===== config.mk =====
export PLATFORM = sky130hd
export DESIGN_NAME = masked_hpc3_mul_stream
export DESIGN_NICKNAME = d
export VERILOG_FILES = /design/src/rtl/masked_hpc3_mul_stream.sv
export SDC_FILE = /design/constraint.sdc
export NUM_CORES = 1
export LEC_CHECK = 0
export ABC_AREA = 1
export ABC_CLOCK_PERIOD_IN_PS = 1900
export CAP_MARGIN = 20
export CELL_PAD_IN_SITES_DETAIL_PLACEMENT = 1
export CELL_PAD_IN_SITES_GLOBAL_PLACEMENT = 2
export CORE_ASPECT_RATIO = 1.5
export CORE_MARGIN = 5
export CORE_UTILIZATION = 31
export CTS_CLUSTER_DIAMETER = 120
export DETAILED_ROUTE_END_ITERATION = 7
export GPL_TIMING_DRIVEN = 0
export MAX_ROUTING_LAYER = met4
export PLACE_DENSITY = 0.83
export SYNTH_ARGS = -nofsm -noshare
export SYNTH_HDL_FRONTEND = slang
export SYNTH_SLANG_ARGS = --single-unit

===== constraint.sdc =====
create_clock -name in_clock -period 1.9 [get_ports in_clock]
set_clock_uncertainty 0.2 [all_clocks]
set_input_delay 0.57 -clock in_clock [delete_from_list [all_inputs] [get_ports in_clock]]
set_output_delay 0.57 -clock in_clock [all_outputs]
set_load 0.03 [all_outputs]

===== src/rtl/masked_hpc3_mul_stream.sv =====
// Streaming HPC3 masked multiplier over GF(2^BIT_WIDTH) with valid/ready pipeline.
// Define MASKED_HPC3_MUL_STREAM_ZEROIZE_EN to clear data registers of stages that empty.
module masked_hpc3_mul_stream #(
    parameter int NUM_SHARES   = 2,
    parameter int BIT_WIDTH    = 2,
    parameter int EXTRA_STAGES = 0,
    localparam int NUM_QUAD    = NUM_SHARES * (NUM_SHARES - 1) / 2,
    localparam int CNT_W       = $clog2(EXTRA_STAGES + 3)
) (
    input  logic                            in_clock,
    input  logic                            in_reset,
    input  logic                            in_valid,
    output logic                            out_ready,
    input  logic [NUM_SHARES*BIT_WIDTH-1:0] in_a,
    input  logic [NUM_SHARES*BIT_WIDTH-1:0] in_b,
    input  logic [NUM_QUAD*BIT_WIDTH-1:0]   in_r,
    input  logic [NUM_QUAD*BIT_WIDTH-1:0]   in_p,
    output logic                            out_valid,
    input  logic                            in_ready,
    output logic [NUM_SHARES*BIT_WIDTH-1:0] out_c,
    output logic [CNT_W-1:0]                out_inflight
);

    localparam int W  = BIT_WIDTH;
    localparam int N  = NUM_SHARES;
    localparam int NS = 2 + EXTRA_STAGES;
    localparam int NW = N * W;
    localparam int PW = N * (N - 1) * W;

    function automatic logic [31:0] field_poly(input int w);
        case (w)
            1:       return 32'h0;
            5:       return 32'h5;
            8:       return 32'h1B;
            default: return 32'h3;
        endcase
    endfunction

    localparam logic [31:0]  POLY32 = field_poly(W);
    localparam logic [W-1:0] POLY   = POLY32[W-1:0];

    // R and P are shared by the pair (i,j) and (j,i), so the P terms cancel.
    function automatic int qindex(input int i, input int j);
        int lo, hi;
        lo = (i < j) ? i : j;
        hi = (i < j) ? j : i;
        return lo * N - lo * (lo + 1) / 2 + hi - lo - 1;
    endfunction

    function automatic logic [W-1:0] generic_mul(input logic [W-1:0] x,
                                                 input logic [W-1:0] y);
        logic [W-1:0] acc;
        acc = '0;
        for (int k = W - 1; k >= 0; k--) begin
            acc = (acc << 1) ^ ({W{acc[W-1]}} & POLY);
            if (y[k]) acc = acc ^ x;
        end
        return acc;
    endfunction

    function automatic logic [W-1:0] reduce_xor(input logic [PW-1:0] v,
                                                input int i);
        logic [W-1:0] s;
        s = '0;
        for (int jj = 0; jj < N - 1; jj++) s = s ^ v[(i*(N-1)+jj)*W +: W];
        return s;
    endfunction

    logic [NS-1:0] valid_q, valid_d, adv;
    logic [NW-1:0] a_q, a_d, b_q, b_d;
    logic [PW-1:0] v_q, v_d, w_q, w_d;
    logic [NW-1:0] c_q [1:NS-1];
    logic [NW-1:0] c_d [1:NS-1];
    logic [PW-1:0] v_new, w_new;
    logic [NW-1:0] c_new;
    logic [W-1:0]  r_ij;
    logic          accept;
    logic [CNT_W-1:0] cnt;

    always_comb begin
        v_new = '0;
        w_new = '0;
        r_ij  = '0;
        for (int i = 0; i < N; i++) begin
            for (int j = 0; j < N; j++) begin
                if (j != i) begin
                    r_ij = in_r[qindex(i, j)*W +: W];
                    v_new[(i*(N-1)+((j < i) ? j : j - 1))*W +: W] =
                        in_b[j*W +: W] ^ r_ij;
                    w_new[(i*(N-1)+((j < i) ? j : j - 1))*W +: W] =
                        in_p[qindex(i, j)*W +: W] ^ generic_mul(in_a[i*W +: W], r_ij);
                end
            end
        end
    end

    // Compression sees only S1 registers, never the input ports.
    always_comb begin
        c_new = '0;
        for (int i = 0; i < N; i++) begin
            c_new[i*W +: W] =
                generic_mul(a_q[i*W +: W], b_q[i*W +: W] ^ reduce_xor(v_q, i))
                ^ reduce_xor(w_q, i);
        end
    end

    always_comb begin
        adv = '0;
        adv[NS-1] = valid_q[NS-1] & in_ready;
        for (int k = NS - 2; k >= 0; k--) begin
            adv[k] = valid_q[k] & (~valid_q[k+1] | adv[k+1]);
        end
        out_ready = ~valid_q[0] | adv[0];
        accept    = in_valid & out_ready;
    end

    always_comb begin
        valid_d = valid_q;
        a_d     = a_q;
        b_d     = b_q;
        v_d     = v_q;
        w_d     = w_q;
        c_d     = c_q;
        valid_d[0] = accept | (valid_q[0] & ~adv[0]);
        for (int k = 1; k < NS; k++) begin
            valid_d[k] = adv[k-1] | (valid_q[k] & ~adv[k]);
        end
        if (accept) begin
            a_d = in_a;
            b_d = in_b;
            v_d = v_new;
            w_d = w_new;
        end
`ifdef MASKED_HPC3_MUL_STREAM_ZEROIZE_EN
        else if (adv[0]) begin
            a_d = '0;
            b_d = '0;
            v_d = '0;
            w_d = '0;
        end
`endif
        for (int k = 1; k < NS; k++) begin
            if (adv[k-1]) begin
                c_d[k] = (k == 1) ? c_new : c_q[(k > 1) ? k - 1 : 1];
            end
`ifdef MASKED_HPC3_MUL_STREAM_ZEROIZE_EN
            else if (adv[k]) begin
                c_d[k] = '0;
            end
`endif
        end
    end

    always_ff @(posedge in_clock or negedge in_reset) begin
        if (!in_reset) begin
            valid_q <= '0;
            a_q     <= '0;
            b_q     <= '0;
            v_q     <= '0;
            w_q     <= '0;
            for (int k = 1; k < NS; k++) c_q[k] <= '0;
        end else begin
            valid_q <= valid_d;
            a_q     <= a_d;
            b_q     <= b_d;
            v_q     <= v_d;
            w_q     <= w_d;
            for (int k = 1; k < NS; k++) c_q[k] <= c_d[k];
        end
    end

    always_comb begin
        cnt = '0;
        for (int k = 0; k < NS; k++) cnt = cnt + {{(CNT_W-1){1'b0}}, valid_q[k]};
    end

    assign out_valid    = valid_q[NS-1];
    assign out_c        = c_q[NS-1];
    assign out_inflight = cnt;

endmodule


== Word-level counts from Yosys, hierarchy flattened ==
Cells that the tools add are included.
Operators by class
  $add $sub $neg: 1
  mux-type cells: 8
  bitwise gates (word level): 29
Operators by type and width (count)
  XOR 2 bit: 16
  two-way mux 2 bit: 8
  bitwise AND 1 bit: 5
  NOT 1 bit: 4
  bitwise OR 1 bit: 4
  adder 1 x 1 -> 2 bit: 1
Word-level totals
  bits in registers: 22
  input bits: 16
  output and inout port bits: 8
  logic and storage cells: 44

== Longest topological paths before layout ==
  word-level depth: 6
  mapped depth: 9
  gate-level depth less buffers: 9

== Worst setup path before layout ==
OpenSTA, ideal clock, no wires.
  path kind: reg-to-output
  from: register valid_q[1]
  to: output port out_inflight[0]
  data arrival time: 0.993 ns
  required time: 1.130 ns
  setup slack: 0.137 ns
  stages on the path, launching flop included: 2
  path buffers: 0
  cell sequence: dfrtp_1 > ha_1
On the way
  word-level cells in the longest chain between the ends: 1
Ends and longest elaborated chain
  start, declared: line 69  | logic [NS-1:0] valid_q, valid_d, adv;
  start signal, assigned: line 163  | valid_q <= valid_d;
  adder 1 x 1 -> 2 bit: line 174  | for (int k = 0; k < NS; k++) cnt = cnt + {{(CNT_W-1){1'b0}}, valid_q[k]};
  end, declared: line 21  | output logic [CNT_W-1:0] out_inflight
No other way between the ends.

== Final worst setup path ==
  from: register valid_q[0]
  to: output port out_inflight[0]
The elaborated chain is that of the path after synthesis.

==> impl_results.md <==
- Antenna cells: 0
- Reg2reg setup slack: 0.39 ns
- Register bit total from synthesis: 22
- Worst vdd ir: between 0.0003 and 0.0004 V
- CP endpoint kind: primary output
- # hold bufs at CTS: 0
- Pleak: roughly 0.86 nW
- Max Slew Vio Count: 0
- All-Layer GR Usage: 12.28%
- Hold Crit Start: out_c[2]$_DFFE_PN0P_
- Worst R2R Start: valid_q[0]$_DFF_PN0_
- CP startpoint kind: register
- Number of levels in the clock H-tree: 1
- Mux cell area share after synthesis: 0%
- Placer Congestion: 0.7417
- Leading post-synthesis cells by cell area: dfrtp_1, nand2_1, nand3_1
- Leading area contributor after synthesis: dfrtp_1
- Library cells used by synthesis: 19
- First drt pass iteration count: 4
- TritonCTS clock tree: done
- Initial Util: about a third
- Hold slack: 0.2737 ns
- Final hold vios: 0
- CP Launch Point: valid_q[0]$_DFF_PN0_
- Largest net degree at the start of global routing: 23
- Fill cell count: 500
- Switching pwr: between 0.5 and 0.6 mW
- Arrival time at the worst endpoint: 1.09 ns
- Post-synth top cells: nand2_1, dfrtp_1, nand3_1
- FP Rows: 28
- Critical Path RT: 1.13 ns
- Setup TNS: 0 ns
- Power Internal: about 1.0 mW
- Hpwl dp: 2612 microns
- Vias in the first global route: 1,231
- Synth Instances: around 170
- Ratio of cells with drive above 1 in the final layout: around 14%
- Post-synth EDFFs: 0
- Synth Area in Compound Gates: 8.227%
- Overall Power: 1.571 mW
- Top-count cell post-synth: nand2_1
- Syn Nets: 191
- WL/cell: approximately 12 microns
- CP max FO: 2
- Sw Share: ~34%
- Warnings from Yosys: 0
- Clock Power Share: 27.5%
- Clk root buf: clkbuf_8
- Top-Level Pins: 24
- Longest Clk Path Bufs: 2
- DRC: 0
- Post-Route WL: 3081 microns
- Final Critical Period: 1.861 ns
- GR Overflow Total: 0
- Top FF cell, synth: dfrtp_1
- Maxcap violations: 0
- Syn_area_per_cell: approximately 7.3 sq um
- Post-DRT Antenna Nets: 0
- Post-Layout Cell Count: 248
- RSZ-0062 raised after global routing: yes
- Final setup fails: 0
- First-pass GRT wire length: 5257 microns
- Antenna violations before repair: 0
- Die height: 88.62 microns
- Slew @ Worst Pin: ~0.3 ns
- Largest family of logic cells by synthesized area: simple AND/OR/NAND/NOR gates
- Final period util: 97.96%
- Yosys top cell area share: 43.10%
- Comb pwr share: 33.0%
- Iter 0 DRT Violations: 33
- Nets: 221
- Post-Synth Simple-Gate Area: 29.09%
- Maximum clock rate: 0.5373 GHz
- CTS Sinks: 22
- Critical path class: reg2out
- Die Footprint: 5531 sq um
- Post-Syn Area: 1277 sq um
- CTS buffer count: 3
- Vias per cell: around 4.8
- Vias: between 1,000 and 1,500
- Sequential fraction of design power: 39.5%
- Status: finished clean
- Placed insts: 240
- Sequential-to-total area share from yosys stat: 43.10%
- Chip Width: roughly 62 microns
- P&R area growth vs syn: 30.95%
- Max-slew headroom: 79.86%
- Async S/R FF share, synth: 100.0%
- Placeable Area: 3959 sq um
- Clock Latency Late Sink: 0.26 ns
- Pwr/cell area: approximately 940 nW/um^2
- Clock transition at path regs: 0.08 ns
- Post-layout util: 42.26%
- Buffers added on ports: 21
- Post-Synth Adder-Cell Area: 0.9794%
- Type of the worst min-delay path: reg2reg
- Post-Synth XOR/XNOR Area: between 8 and 9%
==> cell type report <==
cell class                      instances  area (sq um)  share of cell area (%)
Multi-Input combinational cell        121         613.1                   36.65
Sequential cell                        22         550.5                   32.91
Inverter                               26         98.84                   5.909
Clock inverter                          1         30.03                   1.795
Tap cell                               45         56.30                   3.366
Clock buffer                            3         41.29                   2.468
Timing Repair Buffer                   25         247.7                   14.81
Buffer                                  5         35.03                   2.094
==> critical path: stages (launching register included) <==
cell and delay (ns):
dfrtp_1 0.43, ha_4 0.28, buf_6 0.12
==> through the flow <==
stage               instance area [sq um]  setup WS (ns)
floorplan                            1277         0.1371
global placement                     1544        -0.7030
detailed placement                   1544        -0.7292
CTS                                  1624        -0.2114
global route                         1673      -0.006384
finish                               1673        0.03872
==> power groups by stage <==
stage	Sequential (mW)	Clock (mW)	Combinational [mW]
2_1_floorplan	0.683	0	0.288
3_3_place_gp	0.626	0	0.517
3_5_place_dp	0.634	0	0.535
4_1_cts	0.622	0.444	0.522
5_1_grt	0.635	0.469	0.584
6_report	0.621	0.431	0.519
==> path summary, 6_finish.rpt <==
kind | depth (start not counted) | end
max | 2 | out_inflight[0]
min | 2 | out_c[2]$_DFFE_PN0P_
max reg2reg | 7 | w_q[3]$_DFFE_PN0P_
min reg2reg | 2 | out_c[2]$_DFFE_PN0P_
max in group asynchronous | 2 | v_q[1]$_DFFE_PN0P_
min in group asynchronous | 1 | out_c[2]$_DFFE_PN0P_
==> flip-flops by register name (all words and copies together) (netlist names) <==
register,count
b_q,4
out_c,4
a_q,4
w_q,4
v_q,4
valid_q,2
==> placed cells by master (no fill, tap or decap), types with 2 or more instances in the layout <==
master           count
nand3_1             22
clkbuf_8             3
dlygate4sd2_1        4
nand2_1             61
buf_2                3
o21ai_1             19
xor2_1               5
nand2_2              2
clkdlybuf4s50_1     12
inv_1               20
buf_6                2
inv_2                5
xnor2_1              5
dfrtp_1             22
buf_4                7
==> metal layers <==
metal	global-route usage, %	wire length [microns]	vias to the layer above
li1	-	-	602
met3	2.287	138	4
met5	-	0	-
met1	11.76	1177	554
met2	24.06	1715	27
met4	4.633	50	0
==> what timing repair did <==
item                                    in CTS  in global routing
pin swaps                                    1                  0
buffers inserted                             2                  1
gates resized for setup                     26                  6
endpoints found under the setup margin       8                  3
==> cells by family after synthesis <==
kind of cell,count (synthesis)
adder cells (fa/ha/maj),1
XOR/XNOR,11
AND/OR/NAND/NOR,88
flip-flops,22
AO/OA/AOI/OAI,21
buffers and inverters,31
(Power assumes the default switching activity.)
==> patch 1: new RTL, same flow settings <==
`EXTRA_STAGES`: 0 -> 1.
--- a/src/rtl/masked_hpc3_mul_stream.sv
+++ b/src/rtl/masked_hpc3_mul_stream.sv
@@ -5,3 +5,3 @@
     parameter int BIT_WIDTH    = 2,
-    parameter int EXTRA_STAGES = 0,
+    parameter int EXTRA_STAGES = 1,
     localparam int NUM_QUAD    = NUM_SHARES * (NUM_SHARES - 1) / 2,
Behaviour: not the same (a bounded check fails within 4 cycles, from zero or initial values and one cycle with in_reset low).
==> patch 1 against the original RTL <==
The flow now finishes with violations (setup timing). Sequential cell count is 5 higher. Routed wire length is 8.4% higher. Power is 12% higher. Cell area is 14% higher. Hold slack better by 12 ps. Worst setup slack worse by 310 ps. Synthesized area is 20% higher. Critical endpoint unchanged. Highest routed layer unchanged.
==> patch 1: results (changes against the original RTL) <==
Violations in the final reports = setup timing
Number of DRC markers after the initial detailed-route iteration = 26 (was 33)
Largest net degree at the start of global routing = 21 (was 23)
Area contributors post-synth = dfrtp_1, nand2_1, inv_1, nand3_1, o21ai_0 (was dfrtp_1, nand2_1, nand3_1, o21ai_1, inv_1)
Per-cell routed wire length = 11.2 um (was 12.4 um)
Outcome = finished, violations left (was finished, final reports clean)
Layout cells sized above 1 = 17.3% (was 13.8%)
Vias in the first global route = 1432 (was 1231)
Distinct cells, synth = 16 (was 19)
Routability Congestion = 0.762 (was 0.742)
Post-layout net count = 249 (was 221)
Smallest hold slack = 286 ps (was 274 ps)
Adder-cell share of the synthesized area = 1.31% (was 0.979%)
Number of H-tree branching levels = 1 (unchanged)
Final HPWL DP = 2770 um (was 2610 um)
Compound-Gate Fraction of Synth Area = 9.31% (was 8.23%)
Post-cts sizing count = 33 (was 26)
Post-Syn Nets = 218 (was 191)
VDD IR max = 287 uV (was 395 uV)
Setup TNS = -562 ps (was 0 ps)
Metal3 WL = 135 um (was 138 um)
Largest family of logic cells by synthesized area = simple AND/OR/NAND/NOR gates (unchanged)
Met1 layer wirelength in the final routing = 1310 um (was 1180 um)
Leakage power of the design = 0.000984 uW (was 0.000858 uW)
Post-synthesis sequential area ratio = 44.1% (was 43.1%)
Routed via count = 1337 (was 1187)
Number of setup violations in the final report = 3 (was 0)
CP arrival = 1400 ps (was 1090 ps)
Inst Count DP = 289 (was 240)
Pre-CTS setup slack = -738 ps (was -729 ps)
Number of warnings printed during yosys synthesis = 0 (unchanged)
Worst-case setup margin in the final layout = -267 ps (was 38.7 ps)
Overall global routing resource usage = 12.4% (was 12.3%)
Area after DPL = 0.00184 mm2 (was 0.00154 mm2)
XOR/XNOR Fraction of Synth Area = 4.57% (was 8.13%)
Worst hold path startpoint = c_q[7]$_DFFE_PN0P_ (was out_c[2]$_DFFE_PN0P_)
Multiplexer share of the synthesized area = 1.47% (was 0%)
Syn avg cell area = 7.63 um2 (was 7.34 um2)
Diodes inserted = 0 (unchanged)
Register-to-register setup slack = 360 ps (was 390 ps)
Global routing met3 resource utilization = 1.05% (was 2.29%)
Worst slew pin tran = 407 ps (was 303 ps)
Number of setup buffers added after CTS = 4 (was 2)
WL met2 = 1850 um (was 1720 um)
Critical register-to-register path endpoint = a_q[0]$_DFFE_PN0P_ (was w_q[3]$_DFFE_PN0P_)
Total wire length = 3340 um (was 3080 um)
End of the worst hold path = c_q[7]$_DFFE_PN0P_ (was out_c[2]$_DFFE_PN0P_)
Tightest Hold Check Type = flop to flop (unchanged)
Met1 track demand over resource in global routing = 12.7% (was 11.8%)
First-pass GRT wire length = 5930 um (was 5260 um)
Synth top cells by count = nand2_1, inv_1, dfrtp_1 (was nand2_1, dfrtp_1, nand3_1)
Fraction of met2 tracks used by global routing = 23.5% (was 24.1%)
-- patch 1: layout make-up --
cell class	count	area (um2)
well taps	66	82.6
inverters	35	131
fillers	617	2900
plain buffers	9	71.3
multi-input cells	130	657
flip-flops and latches	27	679
repair buffers	26	244
clock buffers	4	45.0
-- patch 1: how the worst max path moves through the flow --
stage                          from  slack (ps)         endpoint
5_1_grt        valid_q[0]$_DFF_PN0_        -290  out_inflight[0]
4_1_cts        valid_q[0]$_DFF_PN0_        -280  out_inflight[0]
3_5_place_dp               in_ready        -740        out_ready
3_3_place_gp               in_ready        -720        out_ready
6_report       valid_q[0]$_DFF_PN0_        -270  out_inflight[0]
2_1_floorplan  valid_q[2]$_DFF_PN0_         -10  out_inflight[0]
-- patch 1: power by group --
part	internal, uW	switching, uW
clock	150	175
sequential	702	80.8
combinational	282	370
total	1130	626
-- patch 1: worst max-delay path: stages, from the launching register on --
cell	delay, ps
dfrtp_2	430
fa_2	570
buf_6	120
==> patch 2: new RTL, same flow settings <==
Made on the original files. `a_q` no longer has a reset.
--- a/src/rtl/masked_hpc3_mul_stream.sv
+++ b/src/rtl/masked_hpc3_mul_stream.sv
@@ -156,3 +156,2 @@
             valid_q <= '0;
-            a_q     <= '0;
             b_q     <= '0;
@@ -163,3 +162,2 @@
             valid_q <= valid_d;
-            a_q     <= a_d;
             b_q     <= b_d;
@@ -169,2 +167,6 @@
         end
+    end
+
+    always_ff @(posedge in_clock) begin
+        a_q <= a_d;
     end
Formal check against the unedited RTL: same outputs for any inputs over 10 cycles, from zero or initial values and one cycle with in_reset low; that may be too few to reach the edited logic, so the function may still have changed.
==> patch 2 against the original RTL <==
Routed wire length about the same. Cell area decreased by 3.7%. Sequential cell count unchanged. Worst setup slack got worse by 17 ps. Non-clock buffer count decreased by 1. Sequential share of layout area increased by 2.5 points. Power decreased by 12%. Synthesized area decreased by 1.1%. Count of clock-buffer cells in the layout unchanged. Critical path type unchanged. Largest cell class unchanged. Highest routed layer unchanged.
==> patch 2: results (changes against the original RTL) <==
Distinct cells, synth = 16 (was 19)
Number of DRC markers after the initial detailed-route iteration = 24 (was 33)
Register-to-register setup slack = 290 ps (was 390 ps)
CTS Buffer Depth = 2 (unchanged)
Per-cell routed wire length = 12.8 um (was 12.4 um)
End of the worst hold path = out_c[1]$_DFFE_PN0P_ (was out_c[2]$_DFFE_PN0P_)
EDFF count, synth = 4 (was 0)
Diodes inserted = 0 (unchanged)
Worst-case reg-to-reg path depth = 6 (was 7)
Area after DPL = 0.00154 mm2 (about the same)
Inst Count DP = 233 (was 240)
Pre-CTS setup slack = -717 ps (was -729 ps)
FF-to-FF Start = valid_q[0]$_DFF_PN0_ (unchanged)
Post-layout net count = 214 (was 221)
Largest net degree at the start of global routing = 19 (was 23)
Filler Cells Inserted = 499 (was 500)
Number of detailed-route iterations in the first pass = 3 (was 4)
Worst hold path startpoint = out_c[1]$_DFFE_PN0P_ (was out_c[2]$_DFFE_PN0P_)
Port Buf Inserts = 22 (was 21)
Synth top cells by count = nand2_1, inv_1, nand3_1 (was nand2_1, dfrtp_1, nand3_1)
First-pass GRT wire length = 5490 um (was 5260 um)
Syn Inst Count = 166 (was 174)
VDD IR max = 339 uV (was 395 uV)
Normalized max-slew margin = 40.9% (was 79.9%)
Layout cells sized above 1 = 11.3% (was 13.8%)
Fraction of registers with async set/reset = 81.8% (was 100%)
Post-synthesis sequential area ratio = 45.1% (was 43.1%)
Tightest Hold Check Type = flop to flop (unchanged)
Routed via count = 1147 (was 1187)
Crit-path leading delay family = flip-flops (unchanged)
Outcome = finished, final reports clean (unchanged)
Final HPWL DP = 2520 um (was 2610 um)
Smallest hold slack = 279 ps (was 274 ps)
Routability Congestion = 0.711 (was 0.742)
Leakage power of the design = 0.000821 uW (was 0.000858 uW)
Overall global routing resource usage = 12.9% (was 12.3%)
Area contributors post-synth = dfrtp_1, nand2_1, edfxtp_1, nand3_1, inv_1 (was dfrtp_1, nand2_1, nand3_1, o21ai_1, inv_1)
Total wire length = 3080 um (about the same)
Largest stage delay on the critical path = 390 ps (was 430 ps)
Critical register-to-register path endpoint = a_q[0]$_DFFE_PP_ (was w_q[3]$_DFFE_PN0P_)
Cells on Worst Hold Path = 2 (unchanged)
Post-Syn Nets = 183 (was 191)
CP arrival = 1110 ps (was 1090 ps)
## patch 2: repair_timing
item	4_1_cts	5_1_grt
cloned	0	0
resized for setup	28	1
hold endpoints to repair	0	0
setup endpoints to repair	8	2
hold buffers	0	0
setup buffers	2	2
## patch 2: per-layer routing
layer	global-route usage [%]	part of all wire, %	routed length (um)	vias to the layer above
met5	-	0	0	-
li1	-	-	-	578
met2	26.1	58	1800	21
met1	11.5	38	1160	546
met4	5.13	0.68	21	0
met3	2.18	3.0	92	2
## patch 2: power breakdown
group / switching (uW) / leakage (uW) / internal (uW)
sequential: 57.4 / 0.000255 / 559
clock: 146 / 0.0000216 / 141
combinational: 289 / 0.000544 / 189
## patch 2: layout make-up
class | instances | share of cell area [%]
multi-input combinational | 116 | 36.3
sequential | 22 | 35.4
timing repair buffer | 26 | 15.1
clock buffer | 3 | 2.56
inverter | 25 | 5.82
buffer | 3 | 1.32
tap | 45 | 3.49
## patch 2: cell families after synthesis
kind of cell / count (synthesis) / synth area share, %
xor gates and xnor gates: 12 / 8.32
DFF: 22 / 45.1
and+or+nand+nor: 88 / 29.0
buffers and inverters: 28 / 9.11
AOI/OAI and AO/OA: 15 / 7.43
adders and majority gates: 1 / 0.990
## patch 2: tightest hold or removal path: stages (launching register included)
cell     delay (ps)
dfrtp_1         350
nand2_1          50
nand2_1          50
## patch 2: worst max path at each step
stage / start / end / slack (ps) / cells past startpoint
global route: valid_q[1]$_DFF_PN0_ / out_inflight[0] / -20 / 2
detailed placement: in_ready / out_ready / -720 / 4
global placement: in_ready / out_ready / -690 / 4
floorplan: valid_q[1]$_DFF_PN0_ / out_inflight[0] / 140 / 1
finish: valid_q[1]$_DFF_PN0_ / out_inflight[0] / 20 / 2
CTS: valid_q[1]$_DFF_PN0_ / out_inflight[0] / 9 / 2
## patch 2: per-stage QoR
| stage | power, uW | TNS (ps) |
|---|---|---|
| finish | 1380 | 0 |
| global route | 1490 | -24.3 |
| CTS | 1400 | 0 |
| detailed placement | 1120 | -2860 |
| global placement | 1100 | -2310 |
| floorplan | 939 | 0 |
